**src/rtl/adder_pkg.sv**
```systemverilog
// Shared definitions for the pipelined adder/subtractor.
// Holds the SUB mode encoding, the stage-count helper and the
// WIDTH/SEG legality check used at elaboration of adder_pipe.
package adder_pkg;

  localparam logic MODE_ADD = 1'b0;
  localparam logic MODE_SUB = 1'b1;

  // Number of pipeline stages for a given operand width and segment size.
  function automatic int calc_stages(input int width, input int seg);
    return width / seg;
  endfunction

  // WIDTH must be a positive whole multiple of SEG.
  function automatic bit seg_ok(input int width, input int seg);
    return (seg > 0) && (width >= seg) && ((width % seg) == 0);
  endfunction

endpackage

```
**src/rtl/adder_seg.sv**
```systemverilog
// Combinational SEG-bit ripple-carry full-adder chain.
// Ports: a, b (segment operands), ci (carry in) -> s (segment sum), co (carry out).
// No state; one instance per pipeline stage in adder_pipe.
module adder_seg #(
  parameter int SEG = 4
) (
  input  logic [SEG-1:0] a,
  input  logic [SEG-1:0] b,
  input  logic           ci,
  output logic [SEG-1:0] s,
  output logic           co
);

  always_comb begin
    logic c;
    s = '0;
    c = ci;
    for (int i = 0; i < SEG; i++) begin
      s[i] = a[i] ^ b[i] ^ c;
      c    = (a[i] & b[i]) | (c & (a[i] ^ b[i]));
    end
    co = c;
  end

endmodule

```
**src/rtl/adder_pipe.sv**
```systemverilog
// Pipelined ripple-carry adder/subtractor, one SEG-bit segment per stage,
// valid/ready handshake, latency STAGES, one beat per cycle.
// Ports: clk, rst_n (async active-low); in_valid/in_ready with in0 (A), in1 (B),
// cin, sub; out_valid/out_ready with sum, cout, ovf, zero.
// Global stall when out_valid && !out_ready: every stage holds, in_ready drops.
// Define ADDER_PIPE_FLAGS_EN to build the ovf/zero flag registers; otherwise
// both flags are tied to 0.
module adder_pipe
  import adder_pkg::*;
#(
  parameter int WIDTH = 16,
  parameter int SEG   = 4
) (
  input  logic             clk,
  input  logic             rst_n,
  input  logic             in_valid,
  output logic             in_ready,
  input  logic [WIDTH-1:0] in0,
  input  logic [WIDTH-1:0] in1,
  input  logic             cin,
  input  logic             sub,
  output logic             out_valid,
  input  logic             out_ready,
  output logic [WIDTH-1:0] sum,
  output logic             cout,
  output logic             ovf,
  output logic             zero
);

  localparam int STAGES = calc_stages(WIDTH, SEG);

  if (!seg_ok(WIDTH, SEG)) begin : g_cfg_check
    $error("adder_pipe: WIDTH must be a positive multiple of SEG");
  end

  logic             stall;
  logic             accept;
  logic [WIDTH-1:0] b_eff;
  logic             cin_eff;

  // Subtraction is A + ~B + 1; the external carry-in is ignored then.
  assign b_eff   = (sub == MODE_SUB) ? ~in1 : in1;
  assign cin_eff = (sub == MODE_SUB) ? 1'b1 : cin;

  assign stall    = g_stage[STAGES-1].v_q & ~out_ready;
  assign in_ready = ~stall;
  assign accept   = in_valid & in_ready;

  // Stage k resolves segment k. The word register w_q carries the finished
  // low sum segments and the still-pending upper A segments in one vector;
  // b_in only keeps the B segments not yet consumed.
  for (genvar k = 0; k < STAGES; k++) begin : g_stage
    localparam int LO = k * SEG;
    localparam int BW = WIDTH - LO;

    logic             v_in;
    logic             c_in;
    logic [WIDTH-1:0] w_in;
    logic [BW-1:0]    b_in;
    logic [SEG-1:0]   seg_sum;
    logic             seg_co;
    logic [WIDTH-1:0] w_nxt;
    logic             v_q;
    logic             c_q;
    logic [WIDTH-1:0] w_q;

    if (k == 0) begin : g_head
      assign v_in = accept;
      assign c_in = cin_eff;
      assign w_in = in0;
      assign b_in = b_eff;
    end else begin : g_body
      assign v_in = g_stage[k-1].v_q;
      assign c_in = g_stage[k-1].c_q;
      assign w_in = g_stage[k-1].w_q;
      assign b_in = g_stage[k-1].g_fwd.b_q;
    end

    adder_seg #(.SEG(SEG)) u_seg (
      .a  (w_in[LO +: SEG]),
      .b  (b_in[SEG-1:0]),
      .ci (c_in),
      .s  (seg_sum),
      .co (seg_co)
    );

    always_comb begin
      w_nxt           = w_in;
      w_nxt[LO +: SEG] = seg_sum;
    end

    always_ff @(posedge clk or negedge rst_n) begin
      if (!rst_n) begin
        v_q <= 1'b0;
        c_q <= 1'b0;
        w_q <= '0;
      end else if (!stall) begin
        v_q <= v_in;
        c_q <= seg_co;
        w_q <= w_nxt;
      end
    end

    // Upper B segments skew forward; the last stage has nothing left to pass.
    if (k < STAGES - 1) begin : g_fwd
      logic [BW-SEG-1:0] b_q;
      always_ff @(posedge clk or negedge rst_n) begin
        if (!rst_n) begin
          b_q <= '0;
        end else if (!stall) begin
          b_q <= b_in[BW-1:SEG];
        end
      end
    end
  end

  assign out_valid = g_stage[STAGES-1].v_q;
  assign sum       = g_stage[STAGES-1].w_q;
  assign cout      = g_stage[STAGES-1].c_q;

`ifdef ADDER_PIPE_FLAGS_EN
  // The operand sign bits reach the last stage inside the skewed A word and
  // the remaining B segment, so overflow is resolved there and registered
  // together with the final sum.
  logic a_msb, b_msb, s_msb;
  logic ovf_nxt, zero_nxt;
  logic ovf_q, zero_q;

  assign a_msb    = g_stage[STAGES-1].w_in[WIDTH-1];
  assign b_msb    = g_stage[STAGES-1].b_in[SEG-1];
  assign s_msb    = g_stage[STAGES-1].seg_sum[SEG-1];
  assign ovf_nxt  = (a_msb == b_msb) && (s_msb != a_msb);
  assign zero_nxt = ~|g_stage[STAGES-1].w_nxt;

  always_ff @(posedge clk or negedge rst_n) begin
    if (!rst_n) begin
      ovf_q  <= 1'b0;
      zero_q <= 1'b0;
    end else if (!stall) begin
      ovf_q  <= ovf_nxt;
      zero_q <= zero_nxt;
    end
  end

  assign ovf  = ovf_q;
  assign zero = zero_q;
`else
  assign ovf  = 1'b0;
  assign zero = 1'b0;
`endif

endmodule
```
**config.mk**
```make
export PLATFORM = sky130hd
export DESIGN_NAME = adder_pipe
export DESIGN_NICKNAME = d
export VERILOG_FILES = /design/src/rtl/adder_pkg.sv /design/src/rtl/adder_seg.sv /design/src/rtl/adder_pipe.sv
export SDC_FILE = /design/constraint.sdc
export NUM_CORES = 1
export LEC_CHECK = 0
export CORE_MARGIN = 4
export CORE_UTILIZATION = 40
export DETAILED_ROUTE_END_ITERATION = 7
export DONT_BUFFER_PORTS = 1
export HOLD_SLACK_MARGIN = 0.05
export RECOVER_POWER = 25
export SLEW_MARGIN = 15
export SYNTH_ARGS = -nofsm -noshare
export SYNTH_HDL_FRONTEND = slang
export SYNTH_HIERARCHICAL = 1
export SYNTH_SLANG_ARGS = --single-unit
```
**constraint.sdc**
```tcl
create_clock -name clk -period 3.1 [get_ports clk]
set_clock_uncertainty 0.1 [all_clocks]
set_input_delay 0.775 -clock clk [delete_from_list [all_inputs] [get_ports clk]]
set_output_delay 0.775 -clock clk [all_outputs]
set_load 0.05 [all_outputs]
```
# After elaboration in Yosys (flattened, before gate mapping)
# Index checks and enable logic that the tools add are counted.
# op_classes
n_bitwise,85
mux,2
# ops
op,n
1-bit bitwise AND,34
1-bit XOR,32
16-bit two-way mux,1
16-bit inverter,1
1-bit OR,16
1-bit inverter,2
1-bit two-way mux,1
# word_totals
output_inout_bits,21
in_bits,38
register_bits,96
wordCells,102

# Depth between registers and ports, before layout
# Gate-level depths: netlist (run 1).
# logic_depth
word_depth,11
ltp_mapped,12
ltp_nobuf,10

# By module
# The synthesis (run 1) kept the hierarchy.
# modules_own_cells
module,area_each_um2,cells_per_inst,instances
adder_pipe,3878.7,226,1
adder_seg,117.6,14,4

# Worst setup path before layout (run 1)
# OpenSTA, ideal clock, no wires.
# synth_timing
path_type,input-to-reg
from,in sub
to,reg g_stage[0].w_q[3]
setup_slack_ps,-58
required_ps,2936
t_arrival_ps,2994
path_buffers,2
path_stages,12
cell_sequence,buf_4 -> buf_4 -> or2_2 -> fa_1 -> inv_1 -> fa_1 -> inv_1 -> fa_1 -> inv_1 -> fa_1 -> inv_1 -> mux2_2
# synth_rtl
element,line,source
from (decl),adder_pipe.sv:21,"input logic sub,"
1-bit two-way mux,adder_pipe.sv:43,assign cin_eff = (sub == MODE_SUB) ? 1'b1 : cin;
via cin_eff,adder_pipe.sv:39,logic cin_eff;
1-bit bitwise AND,adder_seg.sv:20,c = (a[i] & b[i]) | (c & (a[i] ^ b[i]));
1-bit OR,adder_seg.sv:20,
1-bit bitwise AND,adder_seg.sv:20,
1-bit OR,adder_seg.sv:20,
1-bit bitwise AND,adder_seg.sv:20,
1-bit OR,adder_seg.sv:20,
1-bit XOR,adder_seg.sv:19,s[i] = a[i] ^ b[i] ^ c;
via g_stage[0].seg_sum[3],adder_pipe.sv:60,logic [SEG-1:0] seg_sum;
to (signal assigned),adder_pipe.sv:100,w_q <= w_nxt;
to (decl),adder_pipe.sv:65,logic [WIDTH-1:0] w_q;
# The timed path passes the listed nets, and every way through them passes these cells.
# A chain may end at the register's enable or synchronous reset.

# Worst setup path after layout (run 1)
# layout_timing
from,in sub
to,reg g_stage[0].w_q[3]
# layout_via
elab_chain_cells,9
# layout_rtl
element,line,source
16-bit two-way mux,adder_pipe.sv:42,assign b_eff = (sub == MODE_SUB) ? ~in1 : in1;
1-bit XOR,adder_seg.sv:20,
1-bit bitwise AND,adder_seg.sv:20,
1-bit OR,adder_seg.sv:20,
1-bit bitwise AND,adder_seg.sv:20,
1-bit OR,adder_seg.sv:20,
1-bit bitwise AND,adder_seg.sv:20,
1-bit OR,adder_seg.sv:20,
1-bit XOR *,adder_seg.sv:19,
via g_stage[0].seg_sum[3],adder_pipe.sv:60,
# Mark *: on every way through the listed nets, which the timed path passes. The rest lies on a longest branch.

==> metrics.md, run 1 <==
| Metric | Value |
|---|---|
| CTS root buf | `clkbuf_8` |
| Die ar. | `12600 um^2` |
| FMAX | `396 MHz` |
| Reg2Reg Launch Point | `g_stage[2].w_q[12]` |
| # IOs | `59` |
| Final Setup Violations | `0` |
| Post-route DRC violation count | `0` |
| H-tree depth | `3` |
| Yosys warnings | `6` |
| Sequential element share of the synthesized area | `0.552` |
| RSZ-0062 raised after global routing | `no` |
| GRT overflow | `0` |
| # diodes | `0` |
| Starting Density | `0.416` |
| Crit end category | `register` |
| Slew @ Worst Pin | `about 0.52 ns` |
| Syn Inst Count | `282` |
| Synth area leaders | `dfrtp_1 (55%), mux2_2 (20%), fa_1 (7.4%)` |
| Min-delay worst type | `primary input to async pin` |
| FF+latch count, synth | `between 90 and 100` |
| Post-synth top cells | `dfrtp_1 (96), mux2_2 (77), inv_1 (40)` |
| VDD IR max | `approximately 0.00045 V` |
| Vias per cell | `around 4.7` |
| Largest net degree at the start of global routing | `97` |
| Worst r2r dst | `sum[15]` |
| Hold slack | `roughly 0.013 ns` |
| Share of layout cells above drive strength 1 | `0.394` |
| Die Span Y | `about 110 um` |
| Avg Synthesized Cell Area | `between 15 and 20 um^2` |
| WL final | `6620 um` |
| Core Box Area | `around 10000 um^2` |
| Leak pwr | `~2.1 nW` |
| TNS Setup | `0 ns` |
| Register-to-Register Path Depth | `9` |
| Worst setup SP type | `primary input` |
| CP required | `3.30 ns` |
| Final slew viol count | `0` |
| Post-CTS Setup Bufs | `0` |
| Final WS setup | `roughly 0.57 ns` |
| Post-synthesis cell area | `roughly 4300 um^2` |
| Synth cell types | `14` |
| Post-DRT Antenna Nets | `0` |
| Core Rows | `37` |
| WS Path Type | `primary input to register` |
| Detail Placement HPWL | `4240 um` |
| Pwr dens | `about 1100 nW/um^2` |
| # nets final | `approximately 340` |
| Share of the synthesized area in the top cell type | `0.552` |
| Vias | `1974` |
| Primary FF master, synth | `dfrtp_1` |
| CTS tree | `done` |
| Number of synthesized flops with an enable pin | `0` |
| Most frequent cell after synthesis | `dfrtp_1` |
| Resized cells post-CTS | `0` |
| Worst-path fanout max | `17` |
| Port Buffers | `0` |
| Clk Latency, worst-skew pair | `around 0.35 ns` |
| Initial antenna violation count | `0` |
| Dominant cell type by area after synthesis | `dfrtp_1` |
| Total GRT Usage | `0.113` |
| CTS max path bufs | `2` |
| Fin crit share | `0.815` |
| Wire length of the first global-routing pass | `11300 um` |
| Syn-to-layout area delta | `5.61%` |
| TritonCTS Buffers | `9` |
| Clk pin slew, worst setup/hold paths | `0.09 ns` |
| Status | `complete, no violations` |
| Final Hold Vio Count | `0` |
| CTS Sinks | `96` |
| Starting DRT DRC Count | `between 90 and 100` |
| Max-cap violations | `0` |
| Min Tclk post-route | `approximately 2.5 ns` |
| Fill cell count | `between 900 and 1000` |
| Gpl congestion | `0.673` |
| Pre-antenna DRT Iters | `4` |
| Crit path DAT | `roughly 2.7 ns` |
| Worst reg-to-reg setup slack | `slightly below 0.8 ns` |
| Ys async rst share | `1.00` |
| Vias in the first global route | `~2200` |
| Routed wire length per instance | `approximately 16 um` |
| Slew Limit Headroom | `0.654` |
| Chip width | `roughly 110 um` |
| DP Worst Slack | `about 0.19 ns` |
## placed cells by master (no fill, tap or decap)
cell type	instances
clkinvlp_4	1
mux2_4	18
nor2b_4	1
bufinv_16	1
clkbuf_1	3
dfrtp_1	96
mux2_2	77
xor2_1	16
buf_4	1
conb_1	2
inv_8	1
fa_1	16
clkbuf_8	11
buf_12	1
nand2b_1	1
or2_2	1
inv_1	40
## kinds of logic after synthesis
logic type	Yosys count	share of synthesized area
xor gates and xnor gates	16	0.0322
adders and majority gates	16	0.0736
buffers and inverters	55	0.0734
DFF	96	0.552
muxes	95	0.262
other	1	0.000862
and+or+nand+nor	3	0.00604
## layout make-up
cell class	count	area (um^2)	share of cell area
multi-input cells	132	1630	0.355
clock buffers	14	163	0.0354
flip-flops and latches	96	2400	0.523
inverters	41	161	0.0351
clock inverters	2	37.5	0.00817
repair buffers	2	27.5	0.00599
well taps	136	170	0.0370
## critical path, stage by stage
cell and delay [ns]:
or2_2 0.29, fa_1 0.37, inv_1 0.08, fa_1 0.15, inv_1 0.05, fa_1 0.35, inv_1 0.07, fa_1 0.40
inv_1 0.06, mux2_2 0.13
## routing by layer
| metal | global-route usage | wire length, um | vias up |
|---|---|---|---|
| met3 | 0.0399 | 391 | 8 |
| met1 | 0.151 | 2990 | 1028 |
| met5 | 0 | 0 | - |
| met2 | 0.174 | 3160 | 43 |
| met4 | 0.0337 | 82 | 0 |
| li1 | - | - | 895 |
## state kept, by name (all words and copies together), names as in the netlist
| name | count |
|---|---|
| sum | 16 |
| out_valid | 1 |
| cout | 1 |
| g_stage.v_q | 3 |
| g_stage.w_q | 48 |
| g_stage.c_q | 3 |
| g_stage.g_fwd.b_q | 24 |
## stage by stage
| step | area, um^2 | util | cells | power (mW) |
|---|---|---|---|---|
| final | 4590 | 0.439 | 423 | 4.84 |
| after global routing | 4590 | 0.439 | 423 | 5.22 |
| after CTS | 4590 | 0.439 | 423 | 4.95 |
| after detailed placement | 4390 | 0.420 | 407 | 4.09 |
| after global placement | 4390 | 0.420 | 407 | 4.01 |
| after floorplan | 4360 | - | 283 | 3.84 |
## report_power, final
group / switching [mW] / leakage (nW) / internal [mW]
logic: 0.564 / 0.888 / 0.900
registers: 0.740 / 1.12 / 1.81
clock network: 0.406 / 0.0969 / 0.419
## worst max path at each step
stage / start / end / cells past startpoint
after floorplan: sub / g_stage[0].w_q[3] / 12
after global placement: sub / g_stage[0].w_q[3] / 10
after detailed placement: sub / g_stage[0].w_q[3] / 10
after CTS: sub / g_stage[0].w_q[3] / 10
after global routing: sub / g_stage[0].w_q[3] / 10
final: sub / g_stage[0].w_q[3] / 10
Note: power is estimated with default switching activity, not from simulation.
==> run 2: changes to the inputs <==
Clock period 3.1 ns to 2.36 ns, I/O delays scaled along.
==> run 2 against run 1 <==
First-iteration DRC count grew 12%; sequential power grew 31%; register-to-register slack lost 0.70 ns; clock power grew 21%; hold slack lost 0.19 ns; highest routed layer unchanged; final area grew 0.44%; count of clock-buffer cells in the layout shrank 2; largest power group unchanged; utilization grew 0.19 points; setup slack lost 0.49 ns; combinational power grew 36%; the flow now finishes with violations (negative hold slack).
==> metrics.md, run 2 (synthesis results as in run 1) <==
| Metric | Value |
|---|---|
| Area after DPL | `around 4400 um^2` |
| H-tree depth | `3` |
| Register-to-Register Path Depth | `9` |
| WL final | `roughly 6500 um` |
| Pre-antenna DRT Iters | `3` |
| Area of the multi-input gates | `1670 um^2` |
| CTS Sinks | `between 90 and 100` |
| Gpl congestion | `just under 0.7` |
| Gate power share | `0.314` |
| Final Instance Area | `between 4000 and 5000 um^2` |
| Worst setup SP type | `register` |
| Port Buffers | `0` |
| Max reg flops | `between 40 and 50` |
| Register Area | `between 2000 and 2500 um^2` |
| CTS tree | `done` |
| Non-Filler Instances | `between 400 and 500` |
| Max-cap violations | `0` |
| WS Path Type | `register to register` |
| Wire length of the first global-routing pass | `about 11000 um` |
| TNS Setup | `0 ns` |
| CTS root buf | `clkbuf_8` |
| Share of layout cells above drive strength 1 | `0.453` |
| Starting DRT DRC Count | `~100` |
| Post-DRT Antenna Nets | `0` |
| CTS max path bufs | `2` |
| Detail Placement HPWL | `between 4000 and 5000 um` |
| Status | `finished, violations left` |
| Leak pwr | `between 2 and 2.5 nW` |
| Clk Latency, worst-skew pair | `approximately 0.35 ns` |
| Slew Limit Headroom | `0.653` |
| Slew @ Worst Pin | `0.521 ns` |
| Routed wire length per instance | `~15 um` |
| Die ar. | `approximately 13000 um^2` |
| Min Tclk post-route | `2.28 ns` |
| Int Pwr | `between 4 and 5 mW` |
| Total GRT Usage | `0.113` |
| Most common cell after layout, fill and taps aside | `dfrtp_1` |
| Worst-path fanout max | `2` |
| Post-route DRC violation count | `0` |
| TritonCTS Buffers | `9` |
| Crit path DAT | `~2.5 ns` |
| Chip width | `between 100 and 150 um` |
| Starting Density | `0.416` |
| Sequential share of power | `0.527` |
| CP required | `approximately 2.6 ns` |
| VDD IR max | `approximately 0.0007 V` |
| Final Setup Violations | `0` |
| Die Span Y | `112 um` |
| FMAX | `about 440 MHz` |
| Core Box Area | `about 10000 um^2` |
| PnR Total Power | `approximately 6.3 mW` |
| Min-delay worst type | `primary input to async pin` |
| Largest net degree at the start of global routing | `a little under 100` |
| Cell Count Post-Placement | `409` |
| # diodes | `0` |
| Core Rows | `37` |
| Syn-to-layout area delta | `6.07%` |
| # IOs | `about 60` |
| Sw Ratio | `0.361` |
| Clk pin slew, worst setup/hold paths | `around 0.1 ns` |
| Most flops, register | `g_stage.w_q` |
| Vias | `just under 2000` |
| Clock power share | `0.159` |
| # nets final | `~340` |
| Most frequent cells in the layout | `dfrtp_1 (96), mux2_2 (76), inv_1 (35)` |
| Failing checks | `negative hold slack` |
| Initial antenna violation count | `0` |
| Fin crit share | `0.966` |
| RSZ-0062 raised after global routing | `yes` |
| Final slew viol count | `0` |
| Hold slack | `-0.173 ns` |
| Fill cell count | `968` |
| GRT overflow | `0` |
| Pwr dens | `roughly 1400 nW/um^2` |
| Final Hold Vio Count | `96` |
| Vias in the first global route | `~2200` |
| Vias per cell | `roughly 4.7` |
| Post-CTS Setup Bufs | `0` |
| Crit end category | `register` |
| Sw Pwr | `2.28 mW` |
-- run 2: cell count changes in the layout (fill, tap and decap cells not counted), moves of 2 or more --
cell,change
inv_2,+5
buf_4,+3
fa_2,+8
inv_1,-5
fa_1,-8
clkbuf_1,-2
-- run 2: path summary, 6_finish.rpt --
path                                           end               startpoint  slack (ns)
setup / recovery                g_stage[2].w_q[11]  g_stage[1].g_fwd.b_q[0]        0.08
hold / removal                   g_stage[2].w_q[6]                    rst_n       -0.17
setup reg to reg                g_stage[2].w_q[11]  g_stage[1].g_fwd.b_q[0]        0.08
hold reg to reg                          out_valid           g_stage[2].v_q        0.38
max in group asynchronous  g_stage[0].g_fwd.b_q[5]                    rst_n        2.20
min in group clk                g_stage[0].w_q[13]                  in0[13]        0.28
-- run 2: per-layer routing --
| metal | vias up | part of all wire | global-route usage |
|---|---|---|---|
| met5 | - | 0 | 0 |
| met4 | 0 | 0.011 | 0.0409 |
| met3 | 9 | 0.059 | 0.0447 |
| met2 | 43 | 0.48 | 0.170 |
| met1 | 1027 | 0.45 | 0.147 |
| li1 | 903 | - | - |
-- run 2: layout make-up --
class | count | share of cell area
sequential | 96 | 0.521
timing repair buffer | 4 | 0.00651
multi-input combinational | 132 | 0.361
inverter | 41 | 0.0350
clock inverter | 4 | 0.00624
clock buffer | 12 | 0.0336
tap | 136 | 0.0369
-- run 2: critical path, stage by stage, from the launching register on --
cell     delay (ns)
dfrtp_1        0.41
fa_2           0.38
inv_1          0.07
fa_1           0.16
inv_1          0.05
fa_1           0.35
inv_1          0.07
fa_1           0.41
inv_1          0.08
mux2_4         0.13
-- run 2: metrics by stage --
stage | utilization | hold WS [ns] | setup WS [ns]
global route | 0.441 | -0.225 | -0.0250
CTS | 0.440 | -0.213 | 0.0276
detailed placement | 0.422 | 0.197 | -0.287
floorplan | - | 0.194 | -0.477
global placement | 0.422 | 0.196 | -0.276
finish | 0.441 | -0.173 | 0.0812
-- run 2: repair_timing --
action	4_1_cts	5_1_grt
gates cloned	0	0
setup endpoints to repair	1	3
gates resized for setup	3	4
pin swaps	0	1
hold endpoints to repair	96	96
-- run 2: power groups by stage --
| stage | combinational (mW) | sequential, mW | clock (mW) |
|---|---|---|---|
| floorplan | 1.80 | 3.27 | 0 |
| global placement | 1.94 | 3.35 | 0 |
| detailed placement | 2.01 | 3.38 | 0 |
| CTS | 2.02 | 3.35 | 1.07 |
| global route | 2.24 | 3.43 | 1.14 |
| finish | 1.98 | 3.33 | 1.00 |
==> run 3: changes to the inputs <==
Settings changed: CORE_MARGIN 4 to default.
==> run 3 against run 2 <==
The flow still finishes with violations (negative hold slack); count of clock-buffer cells in the layout shrank 3; die area decreased by 10%; first-iteration DRC count is 69% lower; combinational power is essentially flat; clock power increased by 28%; utilization is 0.77 points higher; setup slack worse by 0.00095 ns; sequential power about the same; critical path type unchanged.
==> metrics.md, run 3 (synthesis results as in run 1) <==
| Metric | Value |
|---|---|
| Status | `finished, violations left` |
| Failing checks | `negative hold slack` |
| Min-delay worst type | `primary input to async pin` |
| Starting Density | `0.418` |
| Starting DRT DRC Count | `32` |
| TritonCTS Buffers | `9` |
| Met1 GRT Util | `0.158` |
| GRT overflow | `0` |
| Most common cell after layout, fill and taps aside | `dfrtp_1` |
| # IOs | `between 50 and 60` |
| Pwr dens | `about 1400 nW/um^2` |
| CTS Sinks | `96` |
| Routed wire length per instance | `approximately 15 um` |
| Worst reg-to-reg setup slack | `around 0.080 ns` |
| Initial antenna violation count | `0` |
| Vias per cell | `~4.6` |
| Critical path's top delay family | `adder cells` |
| Max reg flops | `between 40 and 50` |
| Detail Placement HPWL | `about 4100 um` |
| Cell Count Post-Placement | `around 400` |
| Routing usage on met3 | `0.0441` |
| RSZ-0062 raised after global routing | `no` |
| Core Rows | `37` |
| Critical path cell sequence | `fa_2 > inv_2 > fa_2 > inv_2 > fa_2 > inv_2 > fa_1 > inv_1 > mux2_2` |
| Met2 global-route usage | `0.186` |
| Final core occ | `0.449` |
| VDD IR max | `between 0.0007 and 0.0008 V` |
| Port Buffers | `0` |
| Slew Limit Headroom | `0.650` |
| WL final | `approximately 6300 um` |
| Clk Latency, worst-skew pair | `~0.35 ns` |
| Chip width | `between 100 and 150 um` |
| Total GRT Usage | `0.122` |
| WS Path Type | `register to register` |
| Register-to-Register Path Depth | `9` |
| Die ar. | `between 10000 and 15000 um^2` |
| Leak pwr | `roughly 2.1 nW` |
| Max-cap violations | `0` |
| CTS tree | `done` |
| Pre-antenna DRT Iters | `4` |
| Clk pin slew, worst setup/hold paths | `around 0.090 ns` |
| Final WS setup | `~0.08 ns` |
| Core Box Area | `roughly 10000 um^2` |
| Final Setup Violations | `0` |
| Min Tclk post-route | `between 2 and 2.5 ns` |
| Post-DRT Antenna Nets | `0` |
| Post-route DRC violation count | `0` |
| Max stage delay on crit path | `just over 0.4 ns` |
| # nets final | `about 340` |
| Gpl congestion | `a little under 0.7` |
| Vias | `1972` |
| Most flops, register | `g_stage.w_q` |
| Worst-path fanout max | `2` |
| Crit path DAT | `~2.5 ns` |
| Reg2Reg Launch Point | `g_stage[2].w_q[12]` |
| Worst setup SP type | `register` |
| H-tree depth | `3` |
| Syn-to-layout area delta | `7.45%` |
| Crit end category | `register` |
| # diodes | `0` |
| Critical path buffers and inverters | `4` |
| Final slew viol count | `0` |
| CP required | `2.55 ns` |
| Die Span Y | `between 100 and 150 um` |
| Wire length of the first global-routing pass | `10400 um` |
| DP Worst Slack | `-0.274 ns` |
| Most frequent cells in the layout | `dfrtp_1 (96), mux2_2 (76), inv_1 (32)` |
| CTS root buf | `clkbuf_8` |
| Worst r2r dst | `sum[15]` |
| Non-Filler Instances | `425` |
| Slowest stage cell, crit path | `dfrtp_1` |
| FMAX | `around 440 MHz` |
| CTS max path bufs | `2` |
| Fin crit share | `0.966` |
| Slew @ Worst Pin | `~0.52 ns` |
| Largest net degree at the start of global routing | `97` |
| Vias in the first global route | `between 2000 and 2500` |
| Fill cell count | `956` |
| Hold slack | `-0.176 ns` |
| Share of layout cells above drive strength 1 | `0.471` |
| Final Hold Vio Count | `96` |
| Global route hottest layer | `met2` |
[run 3: cell count changes in the layout (fill, tap and decap cells not counted)]
cell and delta:
inv_6 +2, clkinvlp_4 -2, clkbuf_1 -1, bufinv_16 +3, clkinv_2 +1, clkinv_4 -1
clkbuf_8 -2, inv_2 +3, fa_1 -1, fa_2 +1, inv_1 -3
[run 3: repair_timing]
item | CTS | global route
pin swaps | 0 | 1
hold endpoints to repair | 96 | 96
setup endpoints to repair | 1 | 3
buffers inserted | 0 | 0
resized for setup | 2 | 9
[run 3: layout make-up]
cell class	count	area, um^2	area share
clock buffer	9	124	0.0265
inverter	41	161	0.0345
multi-input combinational	132	1670	0.357
sequential	96	2400	0.514
tap	136	170	0.0364
timing repair buffer	4	30.0	0.00643
clock inverter	7	118	0.0252
[run 3: power breakdown]
group / switching [mW] / internal (mW)
clock network: 0.571 / 0.708
logic: 0.771 / 1.22
registers: 0.940 / 2.38
total: 2.28 / 4.31
[run 3: worst max-delay path by stage]
stage | cells past startpoint | start | slack [ns] | endpoint
after floorplan | 12 | sub | -0.48 | g_stage[0].w_q[3]
after global placement | 10 | cin | -0.27 | g_stage[0].w_q[3]
after detailed placement | 10 | cin | -0.27 | g_stage[0].w_q[3]
after CTS | 9 | g_stage[2].w_q[12] | 0.03 | sum[15]
after global routing | 9 | g_stage[2].w_q[12] | 0.003 | sum[15]
final | 9 | g_stage[2].w_q[12] | 0.08 | sum[15]
[run 3: through the flow]
stage          total power, mW  area, um^2  TNS (ns)
2_1_floorplan             5.06        4390     -1.10
3_3_place_gp              5.28        4420    -0.468
3_5_place_dp              5.37        4420    -0.505
4_1_cts                   6.70        4660         0
5_1_grt                   7.07        4670         0
6_report                  6.59        4670         0
[run 3: routing by layer]
layer	vias up	share of wire	routed length (um)
met3	9	0.061	385
met4	0	0.013	82
met5	-	0	0
met2	45	0.47	2980
met1	1013	0.45	2850
li1	905	-	-
